[src/rtl/fetch_stage_pkg.sv]
// Shared processor definitions for the fetch stage: FSM encoding, reset PC and
// PC alignment helper.
package fetch_stage_pkg;

  localparam logic [31:0] RESET_PC_DEFAULT = 32'h0000_0000;

  typedef enum logic [1:0] {
    StIdle,
    StReq,
    StHold,
    StDrop
  } fetch_state_e;

  function automatic logic [31:0] align_pc(input logic [31:0] pc);
    return {pc[31:2], 2'b00};
  endfunction

endpackage

[src/rtl/if_id_reg.sv]
// IF/ID pipeline register: valid flag plus instruction and PC+4 payload.
// Clear has priority over load; with neither asserted, contents are held.
module if_id_reg (
  input  logic        clk_i,
  input  logic        rst_ni,
  input  logic        load_i,
  input  logic        clear_i,
  input  logic [31:0] instr_i,
  input  logic [31:0] pc4_i,
  output logic        valid_o,
  output logic [31:0] instr_o,
  output logic [31:0] pc4_o
);

  logic        valid_q;
  logic [31:0] instr_q;
  logic [31:0] pc4_q;

  always_ff @(posedge clk_i or negedge rst_ni) begin
    if (!rst_ni) begin
      valid_q <= 1'b0;
      instr_q <= 32'd0;
      pc4_q   <= 32'd0;
    end else if (clear_i) begin
      valid_q <= 1'b0;
    end else if (load_i) begin
      valid_q <= 1'b1;
      instr_q <= instr_i;
      pc4_q   <= pc4_i;
    end
  end

  assign valid_o = valid_q;
  assign instr_o = instr_q;
  assign pc4_o   = pc4_q;

endmodule

[src/rtl/fetch_stage.sv]
// Instruction fetch stage: one outstanding imem read, one-entry hold buffer for
// words returning while decode stalls, and redirect handling with stale-ack drop.
module fetch_stage
  import fetch_stage_pkg::*;
#(
  parameter logic [31:0] RESET_PC = RESET_PC_DEFAULT,
  parameter int unsigned ADDR_W   = 10
) (
  input  logic              clk,
  input  logic              rst_n,
  input  logic              stall,
  input  logic              redirect,
  input  logic [31:0]       redirect_pc,
  output logic              imem_req,
  output logic [ADDR_W-1:0] imem_addr,
  input  logic              imem_ack,
  input  logic [31:0]       imem_rdata,
  output logic              id_valid,
  output logic [31:0]       id_instr,
  output logic [31:0]       id_pc4,
  output logic [31:0]       fetch_pc
);

  fetch_state_e state_q, state_d;
  logic [31:0]  pc_q, pc_d;
  logic [31:0]  hold_instr_q, hold_instr_d;
  logic [31:0]  hold_pc4_q, hold_pc4_d;
  logic [31:0]  pc_plus4;
  logic         id_load, id_clear;
  logic [31:0]  id_instr_d, id_pc4_d;

  assign pc_plus4 = pc_q + 32'd4;

  always_comb begin
    state_d      = state_q;
    pc_d         = pc_q;
    hold_instr_d = hold_instr_q;
    hold_pc4_d   = hold_pc4_q;
    id_load      = 1'b0;
    id_clear     = 1'b0;
    id_instr_d   = imem_rdata;
    id_pc4_d     = pc_plus4;
    imem_req     = 1'b0;

    unique case (state_q)
      StIdle: state_d = StReq;
      StReq: begin
        imem_req = 1'b1;
        if (redirect) begin
          // Without an ack the read is still in flight and its word must be dropped.
          state_d = imem_ack ? StReq : StDrop;
        end else if (imem_ack) begin
          pc_d = pc_plus4;
          if (!stall || !id_valid) begin
            id_load = 1'b1;
          end else begin
            hold_instr_d = imem_rdata;
            hold_pc4_d   = pc_plus4;
            state_d      = StHold;
          end
        end
      end
      StHold: begin
        if (redirect) begin
          state_d = StReq;
        end else if (!stall) begin
          id_load    = 1'b1;
          id_instr_d = hold_instr_q;
          id_pc4_d   = hold_pc4_q;
          state_d    = StReq;
        end
      end
      StDrop: begin
        // A redirect coinciding with the stale ack still consumes that ack.
        if (imem_ack) state_d = StReq;
      end
      default: state_d = StIdle;
    endcase

    if (redirect) begin
      pc_d         = align_pc(redirect_pc);
      hold_instr_d = 32'd0;
      hold_pc4_d   = 32'd0;
      id_clear     = 1'b1;
    end else if (!id_load && !stall) begin
      id_clear = 1'b1;
    end
  end

  always_ff @(posedge clk or negedge rst_n) begin
    if (!rst_n) begin
      state_q      <= StIdle;
      pc_q         <= RESET_PC;
      hold_instr_q <= 32'd0;
      hold_pc4_q   <= 32'd0;
    end else begin
      state_q      <= state_d;
      pc_q         <= pc_d;
      hold_instr_q <= hold_instr_d;
      hold_pc4_q   <= hold_pc4_d;
    end
  end

  if_id_reg u_if_id_reg (
    .clk_i   (clk),
    .rst_ni  (rst_n),
    .load_i  (id_load),
    .clear_i (id_clear),
    .instr_i (id_instr_d),
    .pc4_i   (id_pc4_d),
    .valid_o (id_valid),
    .instr_o (id_instr),
    .pc4_o   (id_pc4)
  );

  assign imem_addr = pc_q[ADDR_W-1:0];
  assign fetch_pc  = pc_q;

endmodule

[config.mk]
export PLATFORM = sky130hd
export DESIGN_NAME = fetch_stage
export DESIGN_NICKNAME = d
export VERILOG_FILES = /design/src/rtl/fetch_stage_pkg.sv /design/src/rtl/if_id_reg.sv /design/src/rtl/fetch_stage.sv
export SDC_FILE = /design/constraint.sdc
export NUM_CORES = 1
export LEC_CHECK = 0
export ABC_AREA = 0
export CAP_MARGIN = 20
export CORE_UTILIZATION = 25
export CTS_CLUSTER_DIAMETER = 80
export CTS_CLUSTER_SIZE = 25
export DETAILED_ROUTE_END_ITERATION = 16
export DONT_BUFFER_PORTS = 1
export PLACE_DENSITY = 0.41
export SYNTH_ARGS = -nofsm -noshare
export SYNTH_HDL_FRONTEND = slang
export SYNTH_HIERARCHICAL = 1
export SYNTH_SLANG_ARGS = --single-unit
[constraint.sdc]
create_clock -name clk -period 3.4 [get_ports clk]
set_input_delay 0.34 -clock clk [delete_from_list [all_inputs] [get_ports clk]]
set_output_delay 0.34 -clock clk [all_outputs]
set_load 0.05 [all_outputs]
==> flow_metrics.env, run 1 <==
export IMPL_hold_viol=160
export IMPL_seq_power_share_pct=52.7
export IMPL_power_density_nw_per_um2=772
export IMPL_die_y_um=190
export IMPL_tightest_slew_ns=0.941
export IMPL_p_leak_nw=4.22
export IMPL_endpoint_kind="register"
export IMPL_grtUsageTotal_pct=15.4
export IMPL_layout_cells_non_filler=1410
export IMPL_antenna_found_initial=0
export IMPL_slew_headroom_pct=37.0
export IMPL_finalMaxSlewViolations=0
export IMPL_finalWirelength_um=27100
export IMPL_cp_start_kind="register"
export IMPL_grt_pass1_vias=6648
export IMPL_grt_max_degree=161
export IMPL_timing_hold_ws_ns=-0.403
export IMPL_cts_buffer_depth=2
export IMPL_io_buffers=0
export IMPL_grt_ovfl_total=0
export IMPL_worstPathArrival_ns=3.21
export IMPL_violations="hold timing"
export IMPL_n_antenna_cell=0
export IMPL_rows=68
export IMPL_fmax_mhz=346
export IMPL_placedInstanceArea_um2=9280
export IMPL_ant_nets=0
export IMPL_dr_pass1_iters=5
export IMPL_setup_tns_ns=0
export IMPL_wire_per_inst_um=19.3
export IMPL_first_iter_violations=425
export IMPL_post_cts_setup_buffers=0
export IMPL_rsz0062_at_grt="false"
export IMPL_p_int_mw=4.32
export IMPL_yosysWarnings=6
export IMPL_fin_crit_ns=2.89
export IMPL_grt_pass1_wl_um=41900
export IMPL_crit_type="reg -> reg"
export IMPL_drive_above_1_share_pct=16.3
export IMPL_clockPowerShare_pct=26.2
export IMPL_core_area_um2=34600
export IMPL_period_share_pct=84.9
export IMPL_drc=0
export IMPL_maxCapViolCount=0
export IMPL_post_route_util_pct=28.9
export IMPL_gp_congestion=0.744
export IMPL_routed_via_count=6773
export IMPL_dp_cells=1364
export IMPL_design_area_um2=10000
export IMPL_status="complete, but fails checks"
export IMPL_setup_viol_count_final=0
export IMPL_swShare_pct=44.1
export IMPL_hpwlAfterDp_um=16900
export IMPL_cts_root_buffer="clkbuf_16"
export IMPL_synthTopCellsByArea="dfrtp_1 45%, mux2_4 10%, nand2_1 9.8%"
export IMPL_dieArea_um2=36000
export IMPL_postSynthCellCount=951
export IMPL_min_path_type="in -> async"
export IMPL_fin_skew_ns=0.0103
export IMPL_fp_dieW_um=190
export IMPL_worst_endpoint_required_ns=3.72
export IMPL_synth_cell_types=54
export IMPL_cts_tree="done"
export IMPL_p_comb_share_pct=21.1
export IMPL_syn_area_um2=8810
export IMPL_synth_top_area_cell="dfrtp_1"
export IMPL_cp_max_fo=64
export IMPL_finalNetCount=1015
export IMPL_start_util_pct=25.4
export IMPL_rrSetupSlack_ns=0.51
export IMPL_vias_per_cell=4.80
export IMPL_switching_power_mw=3.41
export IMPL_irDropWorstVdd_mv=0.365
export IMPL_syn2layout_area_growth_pct=13.7
export IMPL_cts_max_level=4
export IMPL_io_pins=177
export IMPL_synth_seq_cells=160
export IMPL_cts_made_buffers=17
export IMPL_cts_clk_slew_worst_paths_ns=0.07
export IMPL_clock_sinks=160
export IMPL_syn_avg_cell_area_um2=9.26
export IMPL_synth_top_area_share_pct=45.4
export IMPL_clk_insertion_delay_late_ns=0.44
export IMPL_yosysSeqAreaShare_pct=45.4
export IMPL_hold_buffers=14
power by group through the flow:
stage | combinational [mW] | clock, mW | sequential (mW)
floorplan | 1.25 | 0 | 4.10
global placement | 1.61 | 0 | 4.13
detailed placement | 1.63 | 0 | 4.13
CTS | 1.65 | 2.12 | 4.10
global route | 1.77 | 2.18 | 4.15
finish | 1.63 | 2.03 | 4.08
per-layer routing:
layer	GRT usage (%)	wire length, µm	vias up
li1	-	-	3304
met1	20.5	12600	3283
met2	24.1	12500	168
met3	4.52	1730	18
met4	4.53	323	0
met5	0	0	-
synthesized netlist by cell type (all sizes together):
cell type,n
and2,3
nor3b,1
or4b,1
xor2,3
a21oi,17
a41oi,1
mux2i,1
and4,2
a31oi,23
a311o,1
or2,4
nor3,19
nand4,17
and3,11
o2111ai,3
or3,17
a22oi,1
o211ai,6
nand3,32
nor4,15
nor2,56
ha,4
a2111oi,1
clkbuf,66
xnor2,22
a2111o,1
buf,27
dfrtp,160
or4,22
a221o,12
o31ai,18
inv,8
conb,1
mux2,64
nor2b,6
nor4b,2
o22a,1
nand2,230
o21ai,69
o311ai,1
a21bo,1
a21o,1
critical path, stage by stage (launching register included):
cell     delay (ns)
dfrtp_1        0.43
inv_1          0.10
ha_1           0.38
nand2_1        0.12
o22a_1         0.20
nor3_1         0.25
o21ai_0        0.22
nor2b_4        0.17
buf_12         0.47
mux2_2         0.39
final cells by class:
cell class                      instances  area [µm²]
Timing Repair Buffer                   62         526
Inverter                                8        30.0
Clock buffer                           19         433
Clock inverter                         13         163
Tap cell                              455         569
Sequential cell                       160        4000
Multi-Input combinational cell        693        4300
Fill cell                            3585       24600
timing repair:
| action | in CTS | in global routing |
|---|---|---|
| gates resized for setup | 0 | 0 |
| hold endpoints to repair | 179 | 160 |
| endpoints found under the setup margin | 0 | 0 |
path summary, 6_finish.rpt:
check | startpoint | end | cells past startpoint
max reg2reg | state_q[1] | u_if_id_reg/instr_o[28] | 9
max | state_q[1] | u_if_id_reg/instr_o[28] | 9
min reg2reg | hold_instr_q[25] | hold_instr_q[25] | 2
min in group clk | imem_rdata[3] | hold_instr_q[3] | 2
min | rst_n | u_if_id_reg/instr_o[24] | 0
max in group asynchronous | rst_n | hold_pc4_q[22] | 0
flip-flops by register name, summed over array words and instances, names as in the netlist:
name / flops
hold_pc4_q: 31
hold_instr_q: 32
u_if_id_reg/valid_o: 1
u_if_id_reg/pc4_o: 32
u_if_id_reg/instr_o: 32
state_q: 2
fetch_pc: 30
metrics by stage:
| stage | worst slack (ns) | power (mW) |
|---|---|---|
| floorplan | 0.410 | 5.35 |
| global placement | 0.573 | 5.74 |
| detailed placement | 0.507 | 5.76 |
| CTS | 0.465 | 7.87 |
| global route | 0.297 | 8.10 |
| finish | 0.512 | 7.73 |
cell usage in the layout (no fill, tap or decap), types with 2 or more instances in the layout:
| cell | n |
|---|---|
| nor3_1 | 19 |
| inv_1 | 7 |
| o2111ai_1 | 3 |
| or3_1 | 17 |
| a31oi_1 | 23 |
| o31ai_1 | 18 |
| nand4_1 | 15 |
| o21ai_0 | 68 |
| or4_1 | 21 |
| conb_1 | 4 |
| nand2_1 | 229 |
| and3_1 | 11 |
| buf_4 | 46 |
| dlygate4sd3_1 | 14 |
| nand3_1 | 32 |
| dfrtp_1 | 160 |
| nor2b_1 | 5 |
| nor4_1 | 14 |
| or2_2 | 3 |
| xor2_1 | 3 |
| a221o_1 | 12 |
| buf_12 | 2 |
| ha_1 | 4 |
| clkbuf_1 | 2 |
| clkinv_2 | 3 |
| xnor2_1 | 22 |
| bufinv_16 | 3 |
| mux2_2 | 4 |
| nor2_1 | 56 |
| clkinvlp_4 | 3 |
| o211ai_1 | 6 |
| clkinv_4 | 3 |
| and4_1 | 2 |
| and2_1 | 3 |
| clkbuf_16 | 17 |
| nor4b_1 | 2 |
| mux2_4 | 60 |
| a21oi_1 | 17 |
kinds of logic (layout without fill, tap and decap cells):
logic type / after synthesis / after routing / share of synthesized area, %
other: 1 / 4 / 0.0426
xor gates and xnor gates: 25 / 25 / 2.49
and+or+nand+nor: 438 / 438 / 23.2
adders and majority gates: 4 / 4 / 0.568
DFF: 160 / 160 / 45.4
muxes: 65 / 65 / 10.8
buffers and inverters: 101 / 102 / 6.29
AOI/OAI and AO/OA: 157 / 157 / 11.1
(Power assumes the default switching activity.)
==> inputs of run 2 (changes only) <==
--- a/config.mk
+++ b/config.mk
@@ -12,7 +12,7 @@
 export CTS_CLUSTER_SIZE = 25
 export DETAILED_ROUTE_END_ITERATION = 16
 export DONT_BUFFER_PORTS = 1
-export PLACE_DENSITY = 0.41
+export PLACE_DENSITY = 0.43
 export SYNTH_ARGS = -nofsm -noshare
 export SYNTH_HDL_FRONTEND = slang
 export SYNTH_HIERARCHICAL = 1
==> constraint.sdc (replaced) <==
create_clock -name clk -period 2.34 [get_ports clk]
set_input_delay 0.234 -clock clk [delete_from_list [all_inputs] [get_ports clk]]
set_output_delay 0.234 -clock clk [all_outputs]
set_load 0.05 [all_outputs]
==> run 2 against run 1 <==
Compared with the run above:
- the flow still finishes with violations (hold timing)
- clock skew rose by 0.0016 ns
- clock-buffer cell count is 1 lower
- cell count grew 6.2%
- die area stayed put
- first-iteration DRC count is 6.4% higher
- global-route usage is 0.48 points higher
- maximum frequency is 29% higher
- combinational power up 62%
- register-to-register slack worse by 0.40 ns
- setup slack got worse by 0.40 ns
- total power grew 54%
- design area is 11% higher
- largest cell class unchanged
- highest routed layer unchanged
==> flow_metrics.env, run 2 (synthesis results as in run 1) <==
export IMPL_finalMaxSlewViolations=0
export IMPL_status="complete, but fails checks"
export IMPL_violations="hold timing"
export IMPL_finalNetCount=1103
export IMPL_design_area_um2=11100
export IMPL_endpoint_kind="register"
export IMPL_irDropWorstVdd_mv=0.582
export IMPL_rows=68
export IMPL_n_antenna_cell=0
export IMPL_core_area_um2=34600
export IMPL_cts_made_buffers=17
export IMPL_start_util_pct=25.4
export IMPL_fmax_mhz=448
export IMPL_p_leak_nw=4.68
export IMPL_maxCapViolCount=0
export IMPL_ant_nets=0
export IMPL_first_iter_violations=452
export IMPL_path_buf_inv=1
export IMPL_tightest_slew_ns=0.775
export IMPL_post_cts_setup_buffers=0
export IMPL_dr_pass1_iters=4
export IMPL_hold_buffers=70
export IMPL_crit_type="reg -> reg"
export IMPL_drc=0
export IMPL_period_share_pct=95.4
export IMPL_fin_skew_ns=0.0119
export IMPL_worst_endpoint_required_ns=2.72
export IMPL_finalWirelength_um=28300
export IMPL_antenna_found_initial=0
export IMPL_io_buffers=0
export IMPL_finalPower_mw=11.9
export IMPL_slowest_stage="or4_4"
export IMPL_clk_insertion_delay_late_ns=0.45
export IMPL_cp_start_kind="register"
export IMPL_min_path_type="in -> async"
export IMPL_placedInstanceArea_um2=9700
export IMPL_layout_commonest_cell="nand2_1"
export IMPL_vias_per_cell=4.85
export IMPL_grt_max_degree=161
export IMPL_worstPathArrival_ns=2.62
export IMPL_dieArea_um2=36000
export IMPL_die_y_um=190
export IMPL_cts_tree="done"
export IMPL_grt_pass1_wl_um=43300
export IMPL_cp_max_fo=24
export IMPL_hpwlAfterDp_um=18300
export IMPL_cts_root_buffer="clkbuf_16"
export IMPL_timing_hold_ws_ns=-0.512
export IMPL_fin_crit_ns=2.23
export IMPL_power_density_nw_per_um2=1070
export IMPL_gp_congestion=0.738
export IMPL_grt_ovfl_total=0
export IMPL_setup_viol_count_final=0
export IMPL_fp_dieW_um=190
export IMPL_grt_pass1_vias=6994
export IMPL_cts_max_level=4
export IMPL_hold_viol=160
export IMPL_drive_above_1_share_pct=20.7
export IMPL_final_cell_mix="228 x nand2_1, 143 x dfrtp_1, 70 x buf_4"
export IMPL_cts_clk_slew_worst_paths_ns=0.07
export IMPL_cp_cell_sequence="nand4_4, or4_4, buf_4, or4_1, nand3_1, mux2_4"
export IMPL_routed_via_count=7261
export IMPL_slowest_delay_ns=0.67
export IMPL_cts_buffer_depth=2
export IMPL_slew_headroom_pct=48.1
export IMPL_clock_sinks=160
export IMPL_wire_per_inst_um=18.9
export IMPL_syn2layout_area_growth_pct=26.1
export IMPL_grtUsageTotal_pct=15.9
export IMPL_io_pins=177
export IMPL_crit_family="simple AND/OR/NAND/NOR gates"
[run 2: changes by cell type in the layout (fill, tap and decap cells not counted), sizes merged]
cell	before	now
dlygate4sd3	14	69
buf	48	81
bufinv	3	6
clkinvlp	3	1
clkbuf	19	18
inv	9	8
[run 2: where the power goes]
group	leakage [nW]	internal, mW	switching (mW)
Clock	0.326	2.03	1.27
Combinational	2.37	1.34	1.29
Sequential	1.98	3.44	2.51
[run 2: worst register-to-register path: cells and delay by family (launching register included)]
family | cells | cell delay (ns)
muxes | 1 | 0.13
DFF | 1 | 0.39
buffers and inverters | 1 | 0.22
and+or+nand+nor | 4 | 1.44
[run 2: area by class of cell]
| class | count | area [µm²] |
|---|---|---|
| inverters | 8 | 30.0 |
| flip-flops and latches | 160 | 4030 |
| clock inverters | 13 | 236 |
| repair buffers | 150 | 1440 |
| clock buffers | 18 | 439 |
| well taps | 455 | 569 |
| multi-input cells | 693 | 4370 |
| fillers | 3569 | 23500 |
[run 2: final timing paths]
kind                                      endpoint  slack [ns]  depth (start not counted)      startpoint
min in group clk           u_if_id_reg/instr_o[19]        0.03                          3  imem_rdata[19]
max in group asynchronous              fetch_pc[2]        2.53                          0           rst_n
min reg2reg                          hold_pc4_q[4]        0.48                          2   hold_pc4_q[4]
max                          u_if_id_reg/pc4_o[25]        0.11                          6     fetch_pc[7]
min                        u_if_id_reg/instr_o[24]       -0.51                          0           rst_n
max reg2reg                  u_if_id_reg/pc4_o[25]        0.11                          6     fetch_pc[7]
[run 2: stage by stage]
step	cells	hold WS, ns	worst slack [ns]	utilization [%]	setup TNS [ns]
after detailed placement	1396	-0.0569	0.0911	28.0	0
final	1497	-0.512	0.109	32.1	0
after floorplan	954	-0.0616	-0.0828	-	-4.97
after global routing	1497	-0.551	-0.00258	32.1	-0.00646
after global placement	1396	-0.0574	0.112	28.0	0
after CTS	1497	-0.551	0.0605	32.0	0
[run 2: routing by layer]
layer  up-vias  GRT usage (%)  share of wire, %
met5         -              0                 0
met4         0           4.65               1.3
met3        23           4.61               6.2
met2       214           24.3                44
met1      3547           21.6                48
li1       3477              -                 -
[run 2: timing repair]
item                                    in CTS  in global routing
endpoints found under the setup margin       0                 42
hold endpoints to repair                   243                160
gates resized for setup                      0                  4
